### src/rtl/hs32_fetch.sv
`default_nettype none
// hs32_fetch: HS32 instruction fetch stage. Owns the PC, issues single-outstanding
// reads to instruction memory, buffers words in a FIFO and hands them to decode.
module hs32_fetch #(
  parameter logic [31:0] RESET_VECTOR = 32'h0000_0000,
  parameter int          DEPTH        = 2
) (
  input  logic        clk,
  input  logic        reset,
  output logic [31:0] mem_addr,
  output logic        mem_req,
  input  logic        mem_ack,
  input  logic [31:0] mem_data,
  input  logic        reqd,
  output logic        ackd,
  output logic [31:0] instd,
  input  logic        flush,
  input  logic [31:0] newpc
);
  localparam int            AW       = $clog2(DEPTH);
  localparam int            CW       = AW + 1;
  localparam logic [CW-1:0] FULL     = CW'(DEPTH);
  localparam logic [31:0]   RESET_PC = {RESET_VECTOR[31:2], 2'b00};

  localparam logic [0:0] IDLE = 1'b0;
  localparam logic [0:0] WAIT = 1'b1;

  logic [0:0]    state;
  logic [31:0]   pc;
  logic          discard;
  logic [CW-1:0] count;
  logic [AW-1:0] rd_ptr;
  logic [AW-1:0] wr_ptr;
  logic [31:0]   fifo [DEPTH];

  logic        issue;
  logic        push;
  logic        pop;
  logic [31:0] flush_pc;
  logic [1:0]  unused_newpc_lsbs;

  assign flush_pc          = {newpc[31:2], 2'b00};
  assign unused_newpc_lsbs = newpc[1:0];

  // Only IDLE can issue and nothing is outstanding there, so count < DEPTH
  // guarantees room for the word that the new request will return.
  assign issue   = (state == IDLE) && !flush && (count < FULL);
  assign push    = (state == WAIT) && mem_ack && !discard && !flush;
  assign pop     = !flush && reqd && (count != '0);
  assign mem_req = (state == WAIT);

  always_ff @(posedge clk or negedge reset) begin
    if (!reset) begin
      state    <= IDLE;
      pc       <= RESET_PC;
      discard  <= 1'b0;
      mem_addr <= RESET_PC;
      count    <= '0;
      rd_ptr   <= '0;
      wr_ptr   <= '0;
      ackd     <= 1'b0;
      instd    <= '0;
    end else begin
      ackd <= pop;
      if (pop) begin
        instd <= fifo[rd_ptr];
      end

      case (state)
        IDLE: begin
          if (issue) begin
            state    <= WAIT;
            mem_addr <= pc;
          end
        end
        WAIT: begin
          // The request always runs to completion; a flush only marks its data stale.
          if (mem_ack) begin
            state   <= IDLE;
            discard <= 1'b0;
          end else if (flush) begin
            discard <= 1'b1;
          end
        end
        default: state <= IDLE;
      endcase

      if (flush) begin
        pc     <= flush_pc;
        count  <= '0;
        rd_ptr <= '0;
        wr_ptr <= '0;
      end else begin
        if (push) begin
          pc     <= pc + 32'd4;
          wr_ptr <= wr_ptr + 1'b1;
        end
        if (pop) begin
          rd_ptr <= rd_ptr + 1'b1;
        end
        if (push && !pop) begin
          count <= count + 1'b1;
        end else if (pop && !push) begin
          count <= count - 1'b1;
        end
      end
    end
  end

  always_ff @(posedge clk) begin
    if (push) begin
      fifo[wr_ptr] <= mem_data;
    end
  end

endmodule
`default_nettype wire

### config.mk
export PLATFORM = sky130hd
export DESIGN_NAME = hs32_fetch
export DESIGN_NICKNAME = d
export VERILOG_FILES = /design/src/rtl/hs32_fetch.sv
export SDC_FILE = /design/constraint.sdc
export NUM_CORES = 1
export LEC_CHECK = 0
export ABC_CLOCK_PERIOD_IN_PS = 3010
export BUFFER_PORTS_ARGS = -buffer_cell sky130_fd_sc_hd__buf_2
export CAP_MARGIN = 20
export CORE_ASPECT_RATIO = 0.5
export CORE_MARGIN = 1.5
export CORE_UTILIZATION = 30
export DETAILED_ROUTE_END_ITERATION = 6
export PLACE_DENSITY = 0.56
export SYNTH_ARGS = -nofsm -noshare
export SYNTH_HDL_FRONTEND = slang
export SYNTH_SLANG_ARGS = --single-unit
### constraint.sdc
create_clock -name clk -period 3.01 [get_ports clk]
set_input_delay 0.602 -clock clk [delete_from_list [all_inputs] [get_ports clk]]
set_output_delay 0.602 -clock clk [all_outputs]
set_load 0.005 [all_outputs]
Yosys cells after proc, flatten, opt, wreduce, memory -nomap -nowiden
Memory sizes are Yosys's and may differ from the RTL's. A register that Yosys moved wholly into a read port is not among the register bits.
Cells that the tools add are included.
- word-level logic and storage cells: 53
- input port bits: 69
- memories: 1
- latch bits: 0
- memory bits (read-only): 0
- RAM bits: 64
- register bits after elaboration: 71
- output and inout port bits: 66
- memories (memory ; depth ; bits a word ; read ports ; clocked after memory_dff ; wr ports ; line ; RTL):
    fifo ; 2 ; 32 ; 1 ; 1 ; 1 ; 34 ; logic [31:0] fifo [DEPTH];
- bitwise logic cells: 1
- reduce and logical (&&, ||, !) cells: 21
- multiply operators: 0
- equality and inequality tests: 0
- add/subtract/negate cells: 5
- shift operators: 0
- order comparisons: 1
- div/mod/pow operators: 0
- mux-type cells: 16
- operators by type and width (kind ; number):
    two-way mux 32 bit ; 2
    adder 32 x 3 -> 32 bit, second input constant ; 1
    two-way mux 1 bit ; 10
    logical AND 1 bit ; 9
    nonzero test 2 bit ; 4
    two-way mux 2 bit ; 3
    logical NOT 1 bit ; 5
    AND reduction 2 bit ; 2
    nonzero test 3 bit ; 1
    adder 1 bit, second input constant ; 2
    adder 2 x 1 -> 2 bit, second input constant ; 1
    < comparator 2 bit, second input constant ; 1
    one-hot mux 1 bit (2 select lines) ; 1
    subtractor 2 x 1 -> 2 bit, second input constant ; 1
    NOT 1 bit ; 1

Depth between registers and ports, before layout
Gate-level depths: netlist of the first run.
- depth in word-level cells: 8
- depth in mapped cells: 7

Worst setup path after synthesis of the first run
OpenSTA, ideal clock, no wires.
- path type: input-to-reg
- start point: in flush
- end point: mem fifo[0][0], enable pin
- stages on the path: 3
- setup slack: -0.706 ns
- arrival time: 3.255 ns
- path through: clkbuf_1 -> buf_1 -> nor3_1
- cells in the longest elaborated chain, start to end: 4
- RTL lines (item ; line ; RTL):
    from (decl) ; 17 ; input logic flush,
    logical NOT 1 bit ; 48 ; assign push = (state == WAIT) && mem_ack && !discard && !flush;
    logical AND 1 bit ; 48 ;
    two-way mux 1 bit ; 111 ; if (push) begin
    two-way mux 1 bit (implied by the code) ; 112 ; fifo[wr_ptr] <= mem_data;
    to (decl) ; 34 ;
Every way passes these cells.

Worst setup path in the final report of the first run
- start point: reg state (netlist: mem_req)
- end point: reg pc[25]
- cells in the longest elaborated chain, start to end: 4
- RTL lines (item ; line ; RTL):
    from (decl) ; 28 ; logic [0:0] state;
    from (signal assigned) ; 54 ; state <= IDLE;
    from (signal assigned) ; 72 ; state <= WAIT;
    from (signal assigned) ; 79 ; state <= IDLE;
    logical AND 1 bit (3 in series) ; 48 ;
    nonzero test 2 bit (no source line) ; - ;
    to (signal assigned) ; 89 ; pc <= flush_pc;
    to (signal assigned) ; 95 ; pc <= pc + 32'd4;
    to (decl) ; 29 ; logic [31:0] pc;
Every way passes these cells.
A chain may end at the register's enable or synchronous reset.

==> results.yml, run 1 <==
status:
  run_status: "completed"
clocking:
  cts_setup_buffers: 0
  clk_transition_reported_paths_ns: 0.07
  clock_insertion_delay_worst_skew_ns: 0.43
  cts_root_buf: "sky130_fd_sc_hd__clkbuf_16"
  cts-htree-levels: 4
  clock_path_buffers: 2
  cts_hold_buf: 0
  cts_tree: "yes"
  cts_buffers: 17
  cts-resized-gates: 0
  clock_sinks: 163
place:
  placed_cells: 915
  preCtsSetupSlack_ns: 0.802
  io_buffers: 130
  hpwl_microns: 9700
  place_congestion: 0.750
  placedInstanceArea_sq_um: 7670
global_routing:
  grt.busiest_layer: "met2"
  global_route.usage.met2: 0.226
  grt_util_met3: 0.0410
  grt_first_pass_wirelength_microns: 24100
  globalRoute.totalOverflow: 0
  global_route.usage.total: 0.138
  largest_net_degree_at_the_start_of_global_routing: 66
  grt_antenna_before_repair: 1
  grt.met1_usage: 0.175
  grt_pass1_vias: 4556
sta:
  final-setup-viol-count: 0
  worst_margin_slew_ns: 0.689
  max_freq_mhz: 508
  final_hold_viol_count: 0
  period_minus_slack_ns: 1.97
  hold_ws_ns: 0.215
  setup_slack_ns: 1.04
  timing.slew.headroom: 0.540
  finalClockSkew_ns: 0.00984
  final_max_slew_viol_count: 0
  grt_setup_unrepaired: "false"
  fin_tns_setup_ns: 0
  min_period_over_period: 0.654
critical_path:
  cp_data_arrival_time_ns: 2.32
  crit_path_end_kind: "register"
  timing.critical_path.cells: "and3b_1, nand4_1, or4_1, a31oi_1"
  critical_path_buf_inv_count: 0
  critPathKind: "reg -> reg"
  worst_path_max_delay_cell: "sky130_fd_sc_hd__or4_1"
  worst-endpoint-required_ns: 3.36
  worstPathMaxFanout: 8
  critPathMaxStageDelay_ns: 0.53
  delay_heaviest_family_cp: "simple AND/OR/NAND/NOR gates"
  critical_path_start_type: "register"
cells_and_area:
  design.final.nets: 704
  layout.core_utilization: 0.384
  final_area_sq_um: 8330
  drive_above_1_share: 0.332
  layout.cells.most_common: "sky130_fd_sc_hd__buf_2"
  most-common-layout-cells: "sky130_fd_sc_hd__buf_2 (129), sky130_fd_sc_hd__dfrtp_1 (98), sky130_fd_sc_hd__edfxtp_1 (64)"
  stdcell_count: 948
  area_delta_synth_final_pct: 25.6
routing:
  detail_route.drc_violations: 0
  routed-via-count: 4395
  antenna_violating_nets_post_route: 0
  post_drt_via_cell_ratio: 4.64
  total_detailed_routing_wirelength_microns: 14900
  drt-wirelength-per-cell_microns: 15.7
  drtIter0Drc: 209
  dr.pass1.iters: 4
power_and_ir_drop:
  cellPowerDensity_nw_per_um2: 769
  leakage_nw: 3.27
  power.total_mw: 6.40
  max-vdd-ir-drop_mv: 0.315
synthesis:
  yosys.cell_types.count: 45
  seq_area_frac_synth: 0.663
  post_syn_area_sq_um: 6630
  synthCells: 502
  postSynthAreaPerCell_sq_um: 13.2
  ys_seq_elements: 163
  yosysWarningCount: 0
floorplan:
  die_w_microns: 213
  die_y_microns: 108
  die_area_sq_um: 23100
  top_level_ports: 135
  placement_rows: 38
  initial_core_util: 0.306
  core_ar_sq_um: 21700
worst_hold_path:
  holdCritPathClass: "in -> async"
run:
  reported_max_cap_violation_count: 0
metal layers:
metal,wire length (microns),share of wire
met5,0,0
met1,6890,0.46
met3,549,0.037
met4,166,0.011
met2,7280,0.49
logic make-up after synthesis:
family                   count (synthesis)  synth area share
AO/OA/AOI/OAI                           83            0.0747
flip-flops                             163             0.663
XOR/XNOR                                13            0.0172
adder cells (fa/ha/maj)                  1           0.00189
multiplexers                            64             0.102
other                                    1          0.000565
buffers and inverters                   34            0.0238
AND/OR/NAND/NOR                        143             0.116
cells in the mapped netlist (all sizes together):
master	number	area share
nand3	14	0.012
mux2	31	0.053
ha	1	0.0019
and3b	1	0.0013
and3	5	0.0049
inv	5	0.0028
and4b	1	0.0015
a311o	1	0.0015
or3	2	0.0019
buf	15	0.013
nor2b	3	0.0028
nand3b	1	0.0011
nand2b	2	0.0019
nor2	51	0.029
clkbuf	14	0.0079
mux2i	33	0.050
nor3	3	0.0023
xnor2	8	0.011
and2	1	0.00094
and4	7	0.010
nand2	22	0.013
dfrtp	99	0.37
o211ai	3	0.0034
o21ai	13	0.0098
o31a	4	0.0053
edfxtp	64	0.29
nand4	12	0.014
or4	15	0.017
nor4	3	0.0028
a21oi	35	0.026
a21o	1	0.0011
conb	1	0.00057
a311oi	1	0.0013
xor2	5	0.0066
o31ai	12	0.014
a31oi	13	0.012
power breakdown:
group          switching [mW]  internal [mW]  leakage (nW)
clock                   0.937           1.49         0.323
sequential              0.237           2.71          1.74
combinational           0.491          0.535          1.21
worst register-to-register path, stage by stage, from the launching register on:
cell	delay (ns)
sky130_fd_sc_hd__dfrtp_1	0.47
sky130_fd_sc_hd__and3b_1	0.42
sky130_fd_sc_hd__nand4_1	0.31
sky130_fd_sc_hd__or4_1	0.53
sky130_fd_sc_hd__a31oi_1	0.17
final timing paths:
check / start / end / slack (ns) / depth (start not counted)
setup / recovery: mem_req$_DFF_PN0_ / pc[25]$_DFFE_PN0P_ / 1.04 / 4
hold / removal: reset / instd[20]$_DFFE_PN0P_ / 0.21 / 1
setup reg to reg: mem_req$_DFF_PN0_ / pc[25]$_DFFE_PN0P_ / 1.04 / 4
hold reg to reg: mem_addr[4]$_DFFE_PN0P_ / mem_addr[4]$_DFFE_PN0P_ / 0.50 / 1
max in group asynchronous: reset / pc[20]$_DFFE_PN0P_ / 2.04 / 2
min in group clk: mem_data[26] / fifo[0][26]$_DFFE_PP_ / 0.36 / 1
sequential cells by signal (all words and copies together) (netlist names), 2 cells and up:
signal,cells
count,2
fifo,64
instd,32
mem_addr,30
pc,30
area by class of cell:
| class | instances | area (sq um) |
|---|---|---|
| antenna | 1 | 2.50 |
| clock buffer | 18 | 429 |
| clock inverter | 14 | 226 |
| fill | 2121 | 13300 |
| inverter | 5 | 18.8 |
| multi-input combinational | 306 | 2110 |
| sequential | 163 | 4400 |
| tap | 300 | 375 |
| timing repair buffer | 141 | 773 |
(Power assumes the default switching activity.)
==> run 2: changes to the inputs <==
--- a/config.mk
+++ b/config.mk
@@ -5,14 +5,15 @@
 export SDC_FILE = /design/constraint.sdc
 export NUM_CORES = 1
 export LEC_CHECK = 0
-export ABC_CLOCK_PERIOD_IN_PS = 3010
+export ABC_AREA = 1
+export ABC_CLOCK_PERIOD_IN_PS = 1700
 export BUFFER_PORTS_ARGS = -buffer_cell sky130_fd_sc_hd__buf_2
 export CAP_MARGIN = 20
 export CORE_ASPECT_RATIO = 0.5
 export CORE_MARGIN = 1.5
 export CORE_UTILIZATION = 30
 export DETAILED_ROUTE_END_ITERATION = 6
-export PLACE_DENSITY = 0.56
+export PLACE_DENSITY = 0.55
 export SYNTH_ARGS = -nofsm -noshare
 export SYNTH_HDL_FRONTEND = slang
 export SYNTH_SLANG_ARGS = --single-unit
==> constraint.sdc (replaced) <==
create_clock -name clk -period 1.7 [get_ports clk]
set_input_delay 0.34 -clock clk [delete_from_list [all_inputs] [get_ports clk]]
set_output_delay 0.34 -clock clk [all_outputs]
set_load 0.005 [all_outputs]
==> run 2 against run 1 <==
Compared with the run above: non-clock buffer count rose by 13; utilization barely moved; final cell count rose by 26%; sequential share of layout area fell by 2.8 points; total power rose by 98%; routed wire length rose by 16%; first-iteration DRC count rose by 13%; critical path type unchanged; largest power group unchanged.
==> results.yml, run 2 <==
sta:
  fin_tns_setup_ns: 0
  max_freq_mhz: 646
  worst_margin_slew_ns: 0.572
  setup_slack_ns: 0.152
  grt_setup_unrepaired: "false"
  min_period_over_period: 0.911
  final_hold_viol_count: 0
  final_max_slew_viol_count: 0
  final-setup-viol-count: 0
  finalClockSkew_ns: 0.00808
  timing.slew.headroom: 0.619
  period_minus_slack_ns: 1.55
synthesis:
  synthCells: 726
  yosys.cell_types.count: 34
  post_syn_area_sq_um: 7010
  yosysTopAreaCell: "sky130_fd_sc_hd__dfrtp_1"
  ys_top_cells_by_area: "sky130_fd_sc_hd__dfrtp_1 (35%), sky130_fd_sc_hd__edfxtp_1 (27%), sky130_fd_sc_hd__nand2_1 (12%)"
  synth_edf_count: 64
  ys_seq_elements: 163
  yosysWarningCount: 0
  seq_area_frac_synth: 0.627
  leading_cell_types_by_count_after_synthesis: "sky130_fd_sc_hd__nand2_1 (228), sky130_fd_sc_hd__dfrtp_1 (99), sky130_fd_sc_hd__nor2_1 (74)"
  yosysTopAreaCellShare: 0.353
  synthArstFlopShare: 0.607
  leading_cell_type_by_number_of_instances_after_synthesis: "sky130_fd_sc_hd__nand2_1"
  postSynthAreaPerCell_sq_um: 9.66
  top_reg_cell_synth: "sky130_fd_sc_hd__dfrtp_1"
floorplan:
  top_level_ports: 135
  die_y_microns: 111
  core_ar_sq_um: 22900
  placement_rows: 39
  initial_core_util: 0.306
  die_area_sq_um: 24400
  die_w_microns: 219
place:
  place_congestion: 0.907
  preCtsSetupSlack_ns: 0.184
  hpwl_microns: 12000
  placedInstanceArea_sq_um: 8180
  io_buffers: 130
clocking:
  cts-htree-levels: 4
  clock_insertion_delay_worst_skew_ns: 0.43
  clock_path_buffers: 2
  cts_setup_buffers: 0
  cts-resized-gates: 0
  cts_buffers: 17
  clk_transition_reported_paths_ns: 0.07
  cts_root_buf: "sky130_fd_sc_hd__clkbuf_16"
  cts_hold_buf: 1
  clock_sinks: 163
  cts_tree: "yes"
cells_and_area:
  design.final.nets: 941
  final.fill_count: 2269
  layout.cells.most_common: "sky130_fd_sc_hd__nand2_1"
  largest_register_ff_count: 64
  multiInputGateArea_sq_um: 2280
  area_delta_synth_final_pct: 25.4
  drive_above_1_share: 0.252
  reg.largest.list: "fifo (64), instd (32)"
  most-common-layout-cells: "sky130_fd_sc_hd__nand2_1 (228), sky130_fd_sc_hd__buf_2 (129), sky130_fd_sc_hd__dfrtp_1 (99)"
  regMostFlops: "fifo"
  seqCellArea_sq_um: 4400
  final_area_sq_um: 8800
routing:
  dr.pass1.iters: 5
  routed-via-count: 5323
  detail_route.drc_violations: 0
  post_drt_via_cell_ratio: 4.47
  antenna_violating_nets_post_route: 0
  drtIter0Drc: 237
  drt-wirelength-per-cell_microns: 14.5
  total_detailed_routing_wirelength_microns: 17300
worst_hold_path:
  holdCritPathClass: "in -> reg"
global_routing:
  global_route.usage.total: 0.151
  grt_first_pass_wirelength_microns: 28100
  grt_pass1_vias: 5344
  largest_net_degree_at_the_start_of_global_routing: 100
  grt_antenna_before_repair: 1
  globalRoute.totalOverflow: 0
power_and_ir_drop:
  cellPowerDensity_nw_per_um2: 1440
  max-vdd-ir-drop_mv: 0.542
  leakage_nw: 3.88
run:
  reported_max_cap_violation_count: 0
critical_path:
  worstPathMaxFanout: 5
  cp_data_arrival_time_ns: 1.87
  critPathKind: "reg -> reg"
  crit_path_end_kind: "register"
  worst-endpoint-required_ns: 2.02
  critical_path_start_type: "register"
status:
  run_status: "completed"
[run 2: worst paths after layout]
kind                                          startpoint                        to  slack (ns)  cells after the start
max in group asynchronous                          reset      instd[1]$_DFFE_PN0P_        0.76                      3
worst max register to register        pc[16]$_DFFE_PN0P_        pc[28]$_DFFE_PN0P_        0.15                      9
worst min register to register  mem_addr[14]$_DFFE_PN0P_  mem_addr[14]$_DFFE_PN0P_        0.48                      2
min in group asynchronous                          reset  mem_addr[22]$_DFFE_PN0P_        0.52                      3
worst min-delay path                        mem_data[17]     fifo[1][17]$_DFFE_PP_        0.09                      1
worst max-delay path                  pc[16]$_DFFE_PN0P_        pc[28]$_DFFE_PN0P_        0.15                      9
[run 2: stage by stage]
| step | power, mW | cells | hold slack (ns) | util |
|---|---|---|---|---|
| floorplan | 7.33 | 727 | 0.0444 | - |
| global placement | 8.82 | 1158 | 0.468 | 0.358 |
| detailed placement | 8.90 | 1158 | 0.463 | 0.358 |
| CTS | 12.9 | 1191 | 0.0699 | 0.384 |
| global route | 13.5 | 1191 | 0.0647 | 0.384 |
| finish | 12.7 | 1192 | 0.0928 | 0.384 |
[run 2: cells by family after synthesis]
| group | count (synthesis) | synth area share |
|---|---|---|
| muxes | 6 | 0.00963 |
| xor gates and xnor gates | 8 | 0.0111 |
| other | 1 | 0.000535 |
| adders and majority gates | 1 | 0.00178 |
| and+or+nand+nor | 371 | 0.225 |
| buffers and inverters | 85 | 0.0517 |
| AOI/OAI and AO/OA | 91 | 0.0733 |
| DFF | 163 | 0.627 |
[run 2: cell type report]
class | instances | share of cell area
antenna | 1 | 0.000284
clock buffer | 18 | 0.0499
clock inverter | 14 | 0.0186
inverter | 56 | 0.0239
multi-input combinational | 479 | 0.259
sequential | 163 | 0.500
tap | 307 | 0.0437
timing repair buffer | 154 | 0.105
[run 2: critical path, cell delays in order (launching register included)]
cell	delay (ns)
sky130_fd_sc_hd__dfrtp_1	0.45
sky130_fd_sc_hd__nand2_1	0.12
sky130_fd_sc_hd__nor2_1	0.24
sky130_fd_sc_hd__nand2_1	0.17
sky130_fd_sc_hd__nor2_1	0.20
sky130_fd_sc_hd__nand2_1	0.07
sky130_fd_sc_hd__nand2_1	0.06
sky130_fd_sc_hd__nand2_1	0.04
sky130_fd_sc_hd__nand2_1	0.05
sky130_fd_sc_hd__nand2_1	0.04
[run 2: metal layers]
| metal | up-vias | global-route usage | wire, microns |
|---|---|---|---|
| met3 | 18 | 0.0464 | 801 |
| met2 | 92 | 0.248 | 8370 |
| met4 | 0 | 0.0470 | 226 |
| met1 | 2547 | 0.190 | 7900 |
| li1 | 2666 | - | - |
| met5 | - | 0 | 0 |
[run 2: where the power goes]
group,internal (mW),total [mW],switching [mW],leakage [nW]
clock,2.25,3.96,1.71,0.299
sequential,5.05,5.62,0.570,1.76
combinational,1.35,3.11,1.76,1.82
==> run 3: changes to the inputs <==
--- a/config.mk
+++ b/config.mk
@@ -9,11 +9,13 @@
 export ABC_CLOCK_PERIOD_IN_PS = 1700
 export BUFFER_PORTS_ARGS = -buffer_cell sky130_fd_sc_hd__buf_2
 export CAP_MARGIN = 20
+export CELL_PAD_IN_SITES_DETAIL_PLACEMENT = 0
+export CELL_PAD_IN_SITES_GLOBAL_PLACEMENT = 1
 export CORE_ASPECT_RATIO = 0.5
 export CORE_MARGIN = 1.5
 export CORE_UTILIZATION = 30
 export DETAILED_ROUTE_END_ITERATION = 6
-export PLACE_DENSITY = 0.55
+export PLACE_DENSITY = 0.67
 export SYNTH_ARGS = -nofsm -noshare
 export SYNTH_HDL_FRONTEND = slang
 export SYNTH_SLANG_ARGS = --single-unit
==> run 3 against run 2 <==
Compared with the run above: non-clock buffer count rose by 5; via count barely moved; maximum frequency up 1.6%; cell area up 0.73%; worst hold slack lost 0.0062 ns; die area stayed put; total power rose by 0.99%; setup slack improved by 0.024 ns; routed wire length is 5.6% higher; utilization grew 0.28 points.
==> results.yml, run 3 (synthesis results as in run 2) <==
global_routing:
  grt_antenna_before_repair: 0
  global_route.usage.met2: 0.259
  globalRoute.totalOverflow: 0
  largest_net_degree_at_the_start_of_global_routing: 40
  grt.busiest_layer: "met2"
  grt_first_pass_wirelength_microns: 29100
  global_route.usage.total: 0.158
  grt_pass1_vias: 5379
  grt_util_met3: 0.0483
  grt.met1_usage: 0.205
power_and_ir_drop:
  leakage_nw: 3.90
  cellPowerDensity_nw_per_um2: 1450
  max-vdd-ir-drop_mv: 0.660
  power.total_mw: 12.8
sta:
  hold_ws_ns: 0.0866
  finalClockSkew_ns: 0.00474
  max_freq_mhz: 656
  period_minus_slack_ns: 1.52
  final_max_slew_viol_count: 0
  min_period_over_period: 0.896
  final-setup-viol-count: 0
  final_hold_viol_count: 0
  grt_setup_unrepaired: "false"
critical_path:
  most_frequent_cell_on_critical_path: "sky130_fd_sc_hd__nand2_1"
  critPathMaxStageDelay_ns: 0.47
  timing.critical_path.cells: "nand2_1, nor2_1, nand2_1, nor2_2, nand2_1, nand2_1, nand2_1, nand2_1, nand2_1"
  reg2reg_from: "pc[11]$_DFFE_PN0P_"
  worstPathMaxFanout: 4
  critPathLaunch: "pc[11]$_DFFE_PN0P_"
  cp_data_arrival_time_ns: 1.86
  critical_path_buf_inv_count: 0
  delay_heaviest_family_cp: "simple AND/OR/NAND/NOR gates"
  critical_path_start_type: "register"
  worst_path_max_delay_cell: "sky130_fd_sc_hd__dfrtp_1"
  critPathKind: "reg -> reg"
  crit_path_end_kind: "register"
  worst-endpoint-required_ns: 2.03
place:
  io_buffers: 130
  place_congestion: 0.871
  hpwl_microns: 12700
routing:
  post_drt_via_cell_ratio: 4.45
  detail_route.drc_violations: 0
  antenna_violating_nets_post_route: 0
  drtIter0Drc: 326
  drt-wirelength-per-cell_microns: 15.3
  dr.pass1.iters: 4
  total_detailed_routing_wirelength_microns: 18300
  routed-via-count: 5325
worst_hold_path:
  holdCritPathClass: "in -> reg"
  worst_hold_startpoint: "mem_data[2]"
floorplan:
  die_w_microns: 219
  top_level_ports: 135
  die_y_microns: 111
  core_ar_sq_um: 22900
  die_area_sq_um: 24400
  placement_rows: 39
  initial_core_util: 0.306
cells_and_area:
  design.final.nets: 946
  regMostFlops: "fifo"
  layout.cells.most_common: "sky130_fd_sc_hd__nand2_1"
  reg.largest.list: "fifo (64), instd (32)"
  most-common-layout-cells: "sky130_fd_sc_hd__nand2_1 (228), sky130_fd_sc_hd__buf_2 (129), sky130_fd_sc_hd__dfrtp_1 (99)"
  antennaDiodeCount: 0
  area_delta_synth_final_pct: 26.3
  largest_register_ff_count: 64
  drive_above_1_share: 0.255
clocking:
  cts_root_buf: "sky130_fd_sc_hd__clkbuf_16"
  cts-htree-levels: 4
  clock_path_buffers: 2
  cts_setup_buffers: 0
  clk_transition_reported_paths_ns: 0.07
  clock_insertion_delay_worst_skew_ns: 0.44
  clock_sinks: 163
  cts_tree: "yes"
  cts_buffers: 17
run:
  reported_max_cap_violation_count: 0
status:
  run_status: "completed"
==> run 3: stage by stage <==
step	area, sq um	cells	TNS, ns	setup slack, ns	utilization
after floorplan	7020	727	-20.94	-0.330	-
after global placement	8250	1163	0	0.146	0.360
after detailed placement	8250	1163	0	0.128	0.360
after CTS	8860	1196	0	0.119	0.387
after global routing	8860	1196	0	0.0216	0.387
final	8860	1196	0	0.176	0.387
==> run 3: where the power goes <==
part / leakage (nW) / internal, mW / switching (mW)
registers: 1.76 / 5.05 / 0.591
logic: 1.86 / 1.38 / 1.78
clock network: 0.283 / 2.32 / 1.70
==> run 3: area by class of cell <==
type                       instances  area [sq um]
fill                            2296         14000
sequential                       163          4400
multi-input combinational        479          2280
timing repair buffer             159           986
clock buffer                      17           425
tap                              307           384
inverter                          56           210
clock inverter                    15           179
==> run 3: repair_timing <==
action / in CTS / in global routing
resized for setup: 0 / 1
endpoints found under the hold margin: 17 / 0
hold buffers: 1 / 0
endpoints found under the setup margin: 0 / 1
==> run 3: path summary, 6_finish.rpt <==
path / slack (ns) / to / cells past startpoint
hold / removal: 0.09 / fifo[0][2]$_DFFE_PP_ / 1
min in group asynchronous: 0.34 / mem_addr[21]$_DFFE_PN0P_ / 2
setup / recovery: 0.18 / pc[31]$_DFFE_PN0P_ / 9
max in group asynchronous: 0.82 / instd[9]$_DFFE_PN0P_ / 3
setup reg to reg: 0.18 / pc[31]$_DFFE_PN0P_ / 9
hold reg to reg: 0.48 / mem_addr[25]$_DFFE_PN0P_ / 2
==> run 3: routing by layer <==
layer  vias to the layer above  part of all wire
met3                        14             0.039
li1                       2684                 -
met5                         -                 0
met1                      2546              0.47
met4                         0            0.0098
met2                        81              0.48
